**src/rtl/fifo_16to8_width_conv_pkg.sv**
```systemverilog
// Shared widths and data types for the 16-to-8 width-converting FIFO.
// The word is always two bytes; the low byte leaves the FIFO first.
package fifo_pkg;
  localparam int RD_WIDTH = 8;
  localparam int RATIO    = 2;
  localparam int WR_WIDTH = RATIO * RD_WIDTH;

  typedef logic [RD_WIDTH-1:0] byte_t;
  typedef logic [WR_WIDTH-1:0] word_t;
endpackage

```
**src/rtl/fifo_16to8_width_conv_if.sv**
```systemverilog
// Bus bundle between a 16-bit word producer and the 8-bit byte consumer.
// wr_i pushes wr_data_i only while full_o=0; rd_i pops rd_data_o only while empty_o=0;
// strobes against the opposite flag are ignored, and both flags are sampled before the edge.
interface fifo_16to8_width_conv_if #(
  parameter int ADDR_WIDTH = 4
);
  import fifo_pkg::*;

  logic                  wr_i;
  word_t                 wr_data_i;
  logic                  rd_i;
  byte_t                 rd_data_o;
  logic                  full_o;
  logic                  empty_o;
  logic [ADDR_WIDTH+1:0] rd_count_o;

  modport master (
    output wr_i, wr_data_i, rd_i,
    input  rd_data_o, full_o, empty_o, rd_count_o
  );

  modport slave (
    input  wr_i, wr_data_i, rd_i,
    output rd_data_o, full_o, empty_o, rd_count_o
  );
endinterface

```
**src/rtl/fifo_16to8_width_conv_ctrl.sv**
```systemverilog
// Pointer control: word write pointer, byte read pointer, accept logic and flags.
// The read pointer counts bytes, so a slot only frees after its high byte is read.
module fifo_ctrl_wc #(
  parameter int ADDR_WIDTH = 4
) (
  input  logic                  clk,
  input  logic                  rst,
  input  logic                  wr,
  input  logic                  rd,
  output logic                  wr_en,
  output logic [ADDR_WIDTH-1:0] w_addr,
  output logic [ADDR_WIDTH-1:0] r_addr,
  output logic                  r_sel,
  output logic                  full,
  output logic                  empty,
  output logic [ADDR_WIDTH+1:0] rd_count
);
  logic [ADDR_WIDTH:0]   w_ptr;
  logic [ADDR_WIDTH+1:0] r_ptr;
  logic [ADDR_WIDTH:0]   r_word;
  logic                  rd_en;

  assign r_word = r_ptr[ADDR_WIDTH+1:1];

  // The extra MSB on both word pointers separates a full ring from an empty one.
  assign empty = (w_ptr == r_word);
  assign full  = (w_ptr[ADDR_WIDTH] != r_word[ADDR_WIDTH]) &&
                 (w_ptr[ADDR_WIDTH-1:0] == r_word[ADDR_WIDTH-1:0]);

  assign wr_en = wr && !full;
  assign rd_en = rd && !empty;

  assign rd_count = {w_ptr, 1'b0} - r_ptr;
  assign w_addr   = w_ptr[ADDR_WIDTH-1:0];
  assign r_addr   = r_word[ADDR_WIDTH-1:0];
  assign r_sel    = r_ptr[0];

  always_ff @(posedge clk) begin
    if (rst) begin
      w_ptr <= '0;
      r_ptr <= '0;
    end else begin
      if (wr_en) w_ptr <= w_ptr + 1'b1;
      if (rd_en) r_ptr <= r_ptr + 1'b1;
    end
  end
endmodule

```
**src/rtl/fifo_16to8_width_conv.sv**
```systemverilog
// 16-bit in / 8-bit out synchronous FIFO, first-word-fall-through on the read side.
// Holds the word storage and the byte mux; pointers and flags live in fifo_ctrl_wc.
module fifo_16to8_width_conv
  import fifo_pkg::*;
#(
  parameter int ADDR_WIDTH = 4
) (
  input  logic                    clk_i,
  input  logic                    rst_i,
  fifo_16to8_width_conv_if.slave  bus
);
  localparam int DEPTH = 2 ** ADDR_WIDTH;

  word_t                 mem [DEPTH];
  word_t                 head;
  logic                  wr_en;
  logic [ADDR_WIDTH-1:0] w_addr;
  logic [ADDR_WIDTH-1:0] r_addr;
  logic                  r_sel;
  logic                  full;
  logic                  empty;
  logic [ADDR_WIDTH+1:0] rd_count;

  fifo_ctrl_wc #(
    .ADDR_WIDTH(ADDR_WIDTH)
  ) u_ctrl (
    .clk      (clk_i),
    .rst      (rst_i),
    .wr       (bus.wr_i),
    .rd       (bus.rd_i),
    .wr_en    (wr_en),
    .w_addr   (w_addr),
    .r_addr   (r_addr),
    .r_sel    (r_sel),
    .full     (full),
    .empty    (empty),
    .rd_count (rd_count)
  );

  // Storage is deliberately not reset; the pointers alone define what is valid.
  always_ff @(posedge clk_i) begin
    if (wr_en) mem[w_addr] <= bus.wr_data_i;
  end

  assign head          = mem[r_addr];
  assign bus.rd_data_o = r_sel ? head[WR_WIDTH-1:RD_WIDTH] : head[RD_WIDTH-1:0];
  assign bus.full_o     = full;
  assign bus.empty_o    = empty;
  assign bus.rd_count_o = rd_count;
endmodule

```
**src/flat_wrapper.sv**
```systemverilog
// flat-port wrapper written by rule: the top's interface ports become plain ports
module fifo_16to8_width_conv_flat import fifo_pkg::*;
#(
  parameter int ADDR_WIDTH = 4
)
  (clk_i, rst_i, bus_wr_i, bus_wr_data_i, bus_rd_i, bus_rd_data_o, bus_full_o, bus_empty_o, bus_rd_count_o);
  fifo_16to8_width_conv_if #(.ADDR_WIDTH(ADDR_WIDTH)) bus_i ();
  input  logic clk_i;
  input  logic rst_i;
  input wire logic [$bits(bus_i.wr_i)-1:0] bus_wr_i;
  input wire logic [$bits(bus_i.wr_data_i)-1:0] bus_wr_data_i;
  input wire logic [$bits(bus_i.rd_i)-1:0] bus_rd_i;
  output wire logic [$bits(bus_i.rd_data_o)-1:0] bus_rd_data_o;
  output wire logic [$bits(bus_i.full_o)-1:0] bus_full_o;
  output wire logic [$bits(bus_i.empty_o)-1:0] bus_empty_o;
  output wire logic [$bits(bus_i.rd_count_o)-1:0] bus_rd_count_o;
  assign bus_i.wr_i = bus_wr_i;
  assign bus_i.wr_data_i = bus_wr_data_i;
  assign bus_i.rd_i = bus_rd_i;
  assign bus_rd_data_o = bus_i.rd_data_o;
  assign bus_full_o = bus_i.full_o;
  assign bus_empty_o = bus_i.empty_o;
  assign bus_rd_count_o = bus_i.rd_count_o;
  fifo_16to8_width_conv #(.ADDR_WIDTH(ADDR_WIDTH)) u_core (.clk_i(clk_i), .rst_i(rst_i), .bus(bus_i));
endmodule
```
**config.mk**
```make
export PLATFORM = sky130hd
export DESIGN_NAME = fifo_16to8_width_conv_flat
export DESIGN_NICKNAME = d
export VERILOG_FILES = /design/src/rtl/fifo_16to8_width_conv_pkg.sv /design/src/rtl/fifo_16to8_width_conv_if.sv /design/src/rtl/fifo_16to8_width_conv_ctrl.sv /design/src/rtl/fifo_16to8_width_conv.sv /design/src/flat_wrapper.sv
export SDC_FILE = /design/constraint.sdc
export NUM_CORES = 1
export LEC_CHECK = 0
export BUFFER_PORTS_ARGS = -buffer_cell sky130_fd_sc_hd__buf_2
export CAP_MARGIN = 20
export CORE_MARGIN = 8
export CORE_UTILIZATION = 60
export CTS_CLUSTER_DIAMETER = 200
export CTS_CLUSTER_SIZE = 24
export DETAILED_ROUTE_END_ITERATION = 6
export GPL_ROUTABILITY_DRIVEN = 0
export PLACE_DENSITY_LB_ADDON = 0.2
export SETUP_SLACK_MARGIN = 0.15
export SYNTH_ARGS = -nofsm -noshare
export SYNTH_HDL_FRONTEND = slang
export SYNTH_SLANG_ARGS = --single-unit
```
**constraint.sdc**
```tcl
create_clock -name clk_i -period 3.2 [get_ports clk_i]
set_input_delay 0.16 -clock clk_i [delete_from_list [all_inputs] [get_ports clk_i]]
set_output_delay 0.16 -clock clk_i [all_outputs]
set_load 0.05 [all_outputs]
```
==> out/results.ini, run 1 <==
[critical_path]
r2r_slack_ns=0.78
r2r_start=u_core.u_ctrl.w_ptr[3]
path_depth=5
cpMaxStageDelayCell=dfxtp_4
cp-start-kind=flop
cp_num_buf_inv=2
r2r_end=u_core.mem[9][4]
crit_type=reg -> out
path_delay_family=buffers and inverters
r2r_cells=6
crit_arrival_ns=2.67
cp_slowest_stage_delay_ns=0.57
worstPathRequired_ns=3.04
worstPathMaxFanout=17
path_cells=buf_4 > mux4_2 > o22ai_1 > nor4_1 > buf_2
critPathCaptureType=primary output

[sta]
fin_ws_ns=0.368
worst_slew_pin_slew_ns=0.575
hold_viol=0
finalMaxSlewViolations=0
finalCriticalPeriod_ns=2.83
max_freq_ghz=0.353
slew_headroom=0.616
rsz0062_at_grt=no
fin_worst_skew_ns=0.0174
finalSetupViolCount=0
fin_crit_sh=0.885
fin_tns_setup_ns=0

[global_route]
grt_pass1_wl_um=31800
overflow=0
antenna_found_initial=0
grt_max_degree=65
grt_pass1_vias=5035
grt_util_all_layers=0.194

[logic_synthesis]
synth_edf_count=256
synth_area_leaders=edfxtp_1, mux4_2, dfxtp_1
yosys.area.top_type=edfxtp_1
synth.distinct_cells=39
ys.flop_type=edfxtp_1
postSynthAreaPerCell_um2=20.9
syn_inst=503
yosysSeqAreaShare=0.759
async_flop_share=0
synth-seq-cells=271
yosys_warnings=0
syn-num-nets=533
synth_area_mm2=0.0105
synth_top_area_frac=0.731

[floorplanning]
pin_count=36
start_util=0.610
dieArea_mm2=0.0220
fp.dieW_um=148
coreArea_mm2=0.0172
rows=48
dieHeight_um=148

[cts]
post-cts-setup-buffers=0
cts-root-buf=clkbuf_16
htreeDepth=1
cts_tree=yes
cts_max_path_buffers=3
cts-resized-gates=0
cts_buffers=15
clock-sinks=271
path_clk_slew_ns=0.09
clock_latency_ns=0.49

[placement]
portBuffers=35
place_hpwl_um=13700
dp_slack_ns=0.817
dp.cells=762

[pwr]
peakVddDrop_uv=425
power_mw=6.36
pwr_density_cell_mw_per_mm2=552
p_leak_nw=3.58

[worst_hold_path]
whs_endpoint=u_core.mem[7][6]
hold_class=in -> reg
whs_path_depth=1
worstHoldStart=bus_wr_data_i[6]

[final_layout]
insertedDiodeCount=0
fin_cells=785
syn2layout_area_growth_pct=9.47
nNetsFinal=585
post-route-util=0.668
layout-drive-gt1-share=0.296

[drt]
avgViaCountPerCell=6.43
num_vias=5048
dr.first_iter.drc_count=508
routed_wl_um=20700
drc=0
drtPass1Iterations=5
wl_per_cell_um=26.4
ant_nets=0

[flow_run]
cap_violations=0

[run_status]
status=finished, final reports clean

-- Yosys cell counts (2+ instances only) --
cell,count
xor2_1,4
xnor2_1,6
edfxtp_1,256
buf_6,4
buf_4,5
or3_2,2
nand3b_1,3
buf_1,3
mux4_2,64
a21oi_1,3
nor3_1,6
ha_1,9
nor2_1,25
or3_1,2
and3_1,2
inv_1,8
nand2_1,6
mux2i_1,2
dfxtp_1,15
o211ai_1,3
o211ai_2,2
o2111ai_1,2
o21a_1,3
or3b_2,2
nand2b_1,2
buf_2,6
clkbuf_1,6
o22ai_1,32
nor4_1,8
o21ai_0,3
-- what timing repair did --
action                     4_1_cts  5_1_grt
setup endpoints to repair        0        0
hold endpoints to repair         7        0
hold buffers                     1        0
-- routing by layer --
metal,vias to the layer above,part of all wire,global-route usage
met3,20,0.062,0.0337
met1,2666,0.43,0.285
met4,0,0.015,0.0367
li1,2182,-,-
met5,-,0,0
met2,180,0.49,0.305
-- final cells by class --
type | instances | area, µm²
clock inverters | 2 | 28.8
flip-flops and latches | 271 | 7990
fillers | 1077 | 5720
repair buffers | 59 | 383
clock buffers | 20 | 394
well taps | 225 | 282
multi-input cells | 200 | 2410
inverters | 8 | 30.0
-- metrics by stage --
step | area [µm²] | hold slack, ns
4_1_cts | 11500 | 0.0501
6_report | 11500 | 0.0642
3_5_place_dp | 11100 | 0.486
3_3_place_gp | 11100 | 0.480
2_1_floorplan | 10500 | 0.229
5_1_grt | 11500 | 0.0435
-- cell usage in the layout, fill, tap and decap left out, types with 2 or more instances in the layout --
cell       count
o21ai_0        3
or3b_2         2
buf_4         21
nand3b_1       3
xnor2_1        6
o211ai_2       2
buf_12         2
a21oi_1        3
dfxtp_1       13
and3_1         2
edfxtp_1     256
mux2i_1        2
mux4_2        64
nor2_1        13
inv_1          8
xor2_1         4
or3_1          2
nand2b_1       2
o211ai_1       3
nor4_1         8
o21a_1         3
buf_2         35
nand2_1        6
o22ai_1       32
clkbuf_1       5
ha_1           9
clkbuf_16     15
nor3_2         4
or3_2          2
nor2_2        12
o2111ai_1      2
nor3_1         2
-- registers in the layout, indices dropped and copies added (netlist names), named ones only --
| signal | count |
|---|---|
| u_core.u_ctrl.r_ptr | 6 |
| u_core.mem | 256 |
| u_core.u_ctrl.w_ptr | 5 |
-- worst max path at each step --
stage	start	endpoint	slack [ns]
finish	flop	bus_rd_data_o[0]	0.37
global route	flop	bus_rd_data_o[0]	0.22
CTS	flop	bus_rd_data_o[0]	0.30
detailed placement	u_core.u_ctrl.w_ptr[3]	u_core.mem[0][4]	0.82
global placement	u_core.u_ctrl.w_ptr[3]	u_core.mem[2][4]	0.89
floorplan	u_core.u_ctrl.r_ptr[0]	bus_rd_data_o[6]	0.36
-- power breakdown --
group | internal, mW | leakage [nW] | switching, mW
clock | 0.891 | 0.205 | 1.04
combinational | 0.123 | 0.941 | 0.362
sequential | 3.92 | 2.44 | 0.0253
total | 4.93 | 3.58 | 1.43
-- logic make-up after synthesis --
logic type	count (synthesis)	share of synthesized area
AOI/OAI and AO/OA	50	0.0316
xor gates and xnor gates	11	0.00987
adders and majority gates	10	0.0126
buffers and inverters	32	0.0168
DFF	271	0.759
muxes	66	0.139
and+or+nand+nor	63	0.0310
No activity file was read; power rests on OpenSTA's default activity.
==> inputs of run 2 (changes only) <==
CORE_UTILIZATION = 55   (was 60)
clock period = 2.49 ns   (was 3.2 ns; I/O delays follow)
==> out/results.ini, run 2 (synthesis results as in run 1) <==
[sta]
max_freq_ghz=0.419
hold_viol=0
fin_ws_ns=0.103
fin_worst_skew_ns=0.0234
finalCriticalPeriod_ns=2.39
finalMaxSlewViolations=0
slew_headroom=0.527
fin_crit_sh=0.959
worst_slew_pin_slew_ns=0.708
rsz0062_at_grt=yes
finalSetupViolCount=0

[global_route]
overflow=0
grt_pass1_wl_um=33600
grt_util_all_layers=0.188
grt_max_degree=34
antenna_found_initial=0
grt_pass1_vias=5485

[critical_path]
cp-start-kind=flop
worstPathMaxFanout=19
crit_arrival_ns=2.26
crit_type=reg -> out
critPathCaptureType=primary output
worstPathRequired_ns=2.37

[pwr]
p_seq_frac=0.607
intPower_mw=6.44
power_mw=8.34
pwr-share-comb=0.086
power.switching_mw=1.90
p_leak_nw=3.88
swShare=0.228
pwr-share-clk=0.307
pwr_density_cell_mw_per_mm2=676
peakVddDrop_uv=417

[drt]
ant_nets=0
drc=0
dr.first_iter.drc_count=543
num_vias=5284
wl_per_cell_um=26.3
avgViaCountPerCell=6.30
drtPass1Iterations=5
routed_wl_um=22100

[cts]
cts-root-buf=clkbuf_16
htreeDepth=1
cts_buffers=15
clock_latency_ns=0.49
path_clk_slew_ns=0.09
cts_tree=yes
cts_max_path_buffers=3
clock-sinks=271

[floorplanning]
dieArea_mm2=0.0238
coreArea_mm2=0.0188
dieHeight_um=154
pin_count=36
rows=50
fp.dieW_um=154
start_util=0.561

[run_status]
status=finished, final reports clean

[final_layout]
syn2layout_area_growth_pct=17.1
nNetsFinal=626
layout-drive-gt1-share=0.370
mostFrequentLayoutCells=edfxtp_1, mux4_2, buf_4
final_common_cell=edfxtp_1
largest_reg_flops=256
top_register=u_core.mem
insertedDiodeCount=0
largestRegisters=u_core.mem: 256 flops, u_core.u_ctrl.r_ptr: 6 flops, u_core.u_ctrl.w_ptr: 5 flops
post-route-util=0.657

[placement]
dp_slack_ns=0.150
place_hpwl_um=13300
portBuffers=35

[flow_run]
cap_violations=0

[worst_hold_path]
hold_class=in -> reg

run 2: cell count changes in the layout (fill, tap and decap cells not counted), moves of 3 or more:
cell,before,now
clkbuf_1,5,9
nor4_1,8,0
buf_2,35,26
buf_16,0,3
o22ai_1,32,16
buf_4,21,43
nor4_2,0,7
o22ai_2,0,14
buf_12,2,13
dlygate4sd3_1,1,13
run 2: worst paths after layout:
check	start	endpoint	slack [ns]	cells after the start
hold reg to reg	u_core.u_ctrl.r_ptr[4]	flop	0.53	2
setup reg to reg	u_core.u_ctrl.r_ptr[4]	u_core.mem[9][8]	0.34	7
hold / removal	bus_wr_data_i[7]	u_core.mem[3][7]	0.01	1
setup / recovery	flop	bus_rd_data_o[7]	0.10	5
run 2: per-stage QoR:
step / std cells / TNS (ns) / hold slack (ns) / instance area [µm²]
2_1_floorplan: 503 / -12.06 / 0.194 / 10600
3_3_place_gp: 780 / 0 / 0.446 / 11300
3_5_place_dp: 780 / 0 / 0.449 / 11300
4_1_cts: 835 / 0 / 0.00241 / 12200
5_1_grt: 839 / 0 / 0.00641 / 12300
6_report: 839 / 0 / 0.0146 / 12300
run 2: layout make-up:
class / count / area [µm²]
tap: 234 / 293
fill: 1235 / 6450
inverter: 8 / 30.0
clock inverter: 2 / 28.8
sequential: 271 / 8000
clock buffer: 24 / 409
timing repair buffer: 100 / 948
multi-input combinational: 200 / 2620
run 2: power groups by stage:
stage	registers [mW]	clock network, mW	logic, mW
finish	5.06	2.56	0.719
global route	5.06	2.74	0.764
CTS	5.06	2.60	0.709
detailed placement	5.16	0	0.651
global placement	5.16	0	0.640
floorplan	5.16	0	0.423
run 2: timing repair:
action	4_1_cts	5_1_grt
pin swaps	1	2
cloned	2	0
endpoints found under the setup margin	19	14
gates resized for setup	32	10
hold buffers	13	0
hold endpoints to repair	133	0
setup buffers	14	4
run 2: critical path: stages, from the launching register on:
cell	delay, ns
dfxtp_4	0.43
buf_12	0.20
mux4_2	0.56
o22ai_2	0.26
nor4_2	0.08
buf_2	0.22
run 2: routing by layer:
| metal | share of wire | vias up | routed length, µm | track usage |
|---|---|---|---|---|
| met5 | 0 | - | 0 | 0 |
| met4 | 0.018 | 0 | 391 | 0.0448 |
| met3 | 0.059 | 24 | 1300 | 0.0290 |
| met2 | 0.50 | 189 | 11100 | 0.311 |
| met1 | 0.42 | 2799 | 9300 | 0.259 |
| li1 | - | 2272 | - | - |
==> inputs of run 3 (changes only) <==
CORE_MARGIN = 2   (was 8)
==> out/results.ini, run 3 (synthesis results as in run 1) <==
[sta]
worst_slew_pin_slew_ns=0.536
slew_headroom=0.642
fin_tns_setup_ns=0
hold_viol=0
whs_ns=0.00777
finalMaxSlewViolations=0
fin_crit_sh=0.964
fin_worst_skew_ns=0.0242
max_freq_ghz=0.417
rsz0062_at_grt=yes
finalSetupViolCount=0
finalCriticalPeriod_ns=2.40

[drt]
dr.first_iter.drc_count=489
num_vias=5251
drc=0
avgViaCountPerCell=6.33
routed_wl_um=22800
drtPass1Iterations=5
wl_per_cell_um=27.4
ant_nets=0

[final_layout]
seqCellArea_mm2=0.00800
largest_reg_flops=256
mostFrequentLayoutCells=edfxtp_1, mux4_2, buf_4
nNetsFinal=621
post-route-util=0.666
syn2layout_area_growth_pct=18.9
final_common_cell=edfxtp_1
largestRegisters=u_core.mem: 256 flops, u_core.u_ctrl.r_ptr: 6 flops, u_core.u_ctrl.w_ptr: 5 flops
fillers=1207
layout-drive-gt1-share=0.403
insertedDiodeCount=0
top_register=u_core.mem
multi_input_area_mm2=0.00276

[critical_path]
worstPathRequired_ns=2.37
critPathCaptureType=primary output
crit_arrival_ns=2.28
cp-start-kind=flop
crit_type=reg -> out
worstPathMaxFanout=7

[cts]
clock_latency_ns=0.49
clock-sinks=271
cts_tree=yes
cts_max_path_buffers=3
cts_buffers=15
path_clk_slew_ns=0.09
htreeDepth=1
cts-root-buf=clkbuf_16

[pwr]
peakVddDrop_uv=438
p_leak_nw=3.90
pwr_density_cell_mw_per_mm2=667

[global_route]
grt_util_all_layers=0.232
grt_pass1_wl_um=33900
grt_pass1_vias=5428
overflow=0
antenna_found_initial=0
grt_max_degree=34

[floorplanning]
dieArea_mm2=0.0203
rows=50
dieHeight_um=142
pin_count=36
coreArea_mm2=0.0188
fp.dieW_um=142
start_util=0.561

[worst_hold_path]
hold_class=in -> reg

[placement]
portBuffers=35
place_hpwl_um=13400

[run_status]
status=finished, final reports clean

[flow_run]
cap_violations=0

run 3: changes by cell type in the layout (fill, tap and decap cells not counted), moves of 3 or more:
cell,previous run,this run
dlygate4sd3_1,13,6
o22ai_1,16,7
clkbuf_1,9,5
buf_16,3,6
buf_6,2,5
o22ai_2,14,18
buf_8,0,3
o22ai_4,2,7
buf_4,43,35
run 3: what timing repair did:
| action | 4_1_cts | 5_1_grt |
|---|---|---|
| setup buffers | 9 | 2 |
| endpoints found under the setup margin | 25 | 173 |
| hold buffers | 6 | 0 |
| gates resized for setup | 52 | 28 |
| cloned | 4 | 2 |
| endpoints found under the hold margin | 63 | 0 |
| pin swaps | 9 | 6 |
run 3: final timing paths:
| kind | start | end | slack, ns | cells past startpoint |
|---|---|---|---|---|
| worst max-delay path | flop | bus_rd_data_o[3] | 0.09 | 6 |
| worst min-delay path | bus_wr_data_i[6] | u_core.mem[3][6] | 0.008 | 1 |
| worst max register to register | u_core.u_ctrl.r_ptr[3] | u_core.mem[1][1] | 0.24 | 8 |
| worst min register to register | u_core.u_ctrl.r_ptr[4] | u_core.u_ctrl.r_ptr[4] | 0.54 | 2 |
run 3: layout make-up:
class,instances,share of cell area
clock buffer,20,0.0315
inverter,8,0.00240
clock inverter,2,0.00230
multi-input combinational,200,0.220
timing repair buffer,95,0.0805
tap,234,0.0234
sequential,271,0.640
run 3: layer usage:
layer / vias to the layer above / track usage / part of all wire
met5: - / 0 / 0
met3: 23 / 0.0306 / 0.057
met1: 2768 / 0.336 / 0.42
met2: 195 / 0.391 / 0.51
met4: 0 / 0.0459 / 0.017
li1: 2265 / - / -
run 3: per-stage QoR:
stage          setup slack [ns]  instances  total power [mW]  cell area, µm²
6_report                 0.0894        830              8.34           12500
5_1_grt                  0.0240        830              8.60           12500
4_1_cts                  0.0828        825              8.36           12300
3_5_place_dp              0.126        784              5.83           11400
3_3_place_gp              0.240        784              5.81           11400
2_1_floorplan            -0.308        503              5.58           10600
run 3: report_power, final:
group          total, mW  switching (mW)  internal (mW)
registers           5.06          0.0270           5.03
logic              0.769           0.509          0.259
clock network       2.51            1.36           1.14
run 3: critical path, stage by stage, from the launching register on:
cell,delay [ns]
dfxtp_4,0.46
buf_12,0.15
buf_16,0.14
mux4_2,0.56
o22ai_4,0.22
nor4_2,0.05
buf_4,0.19
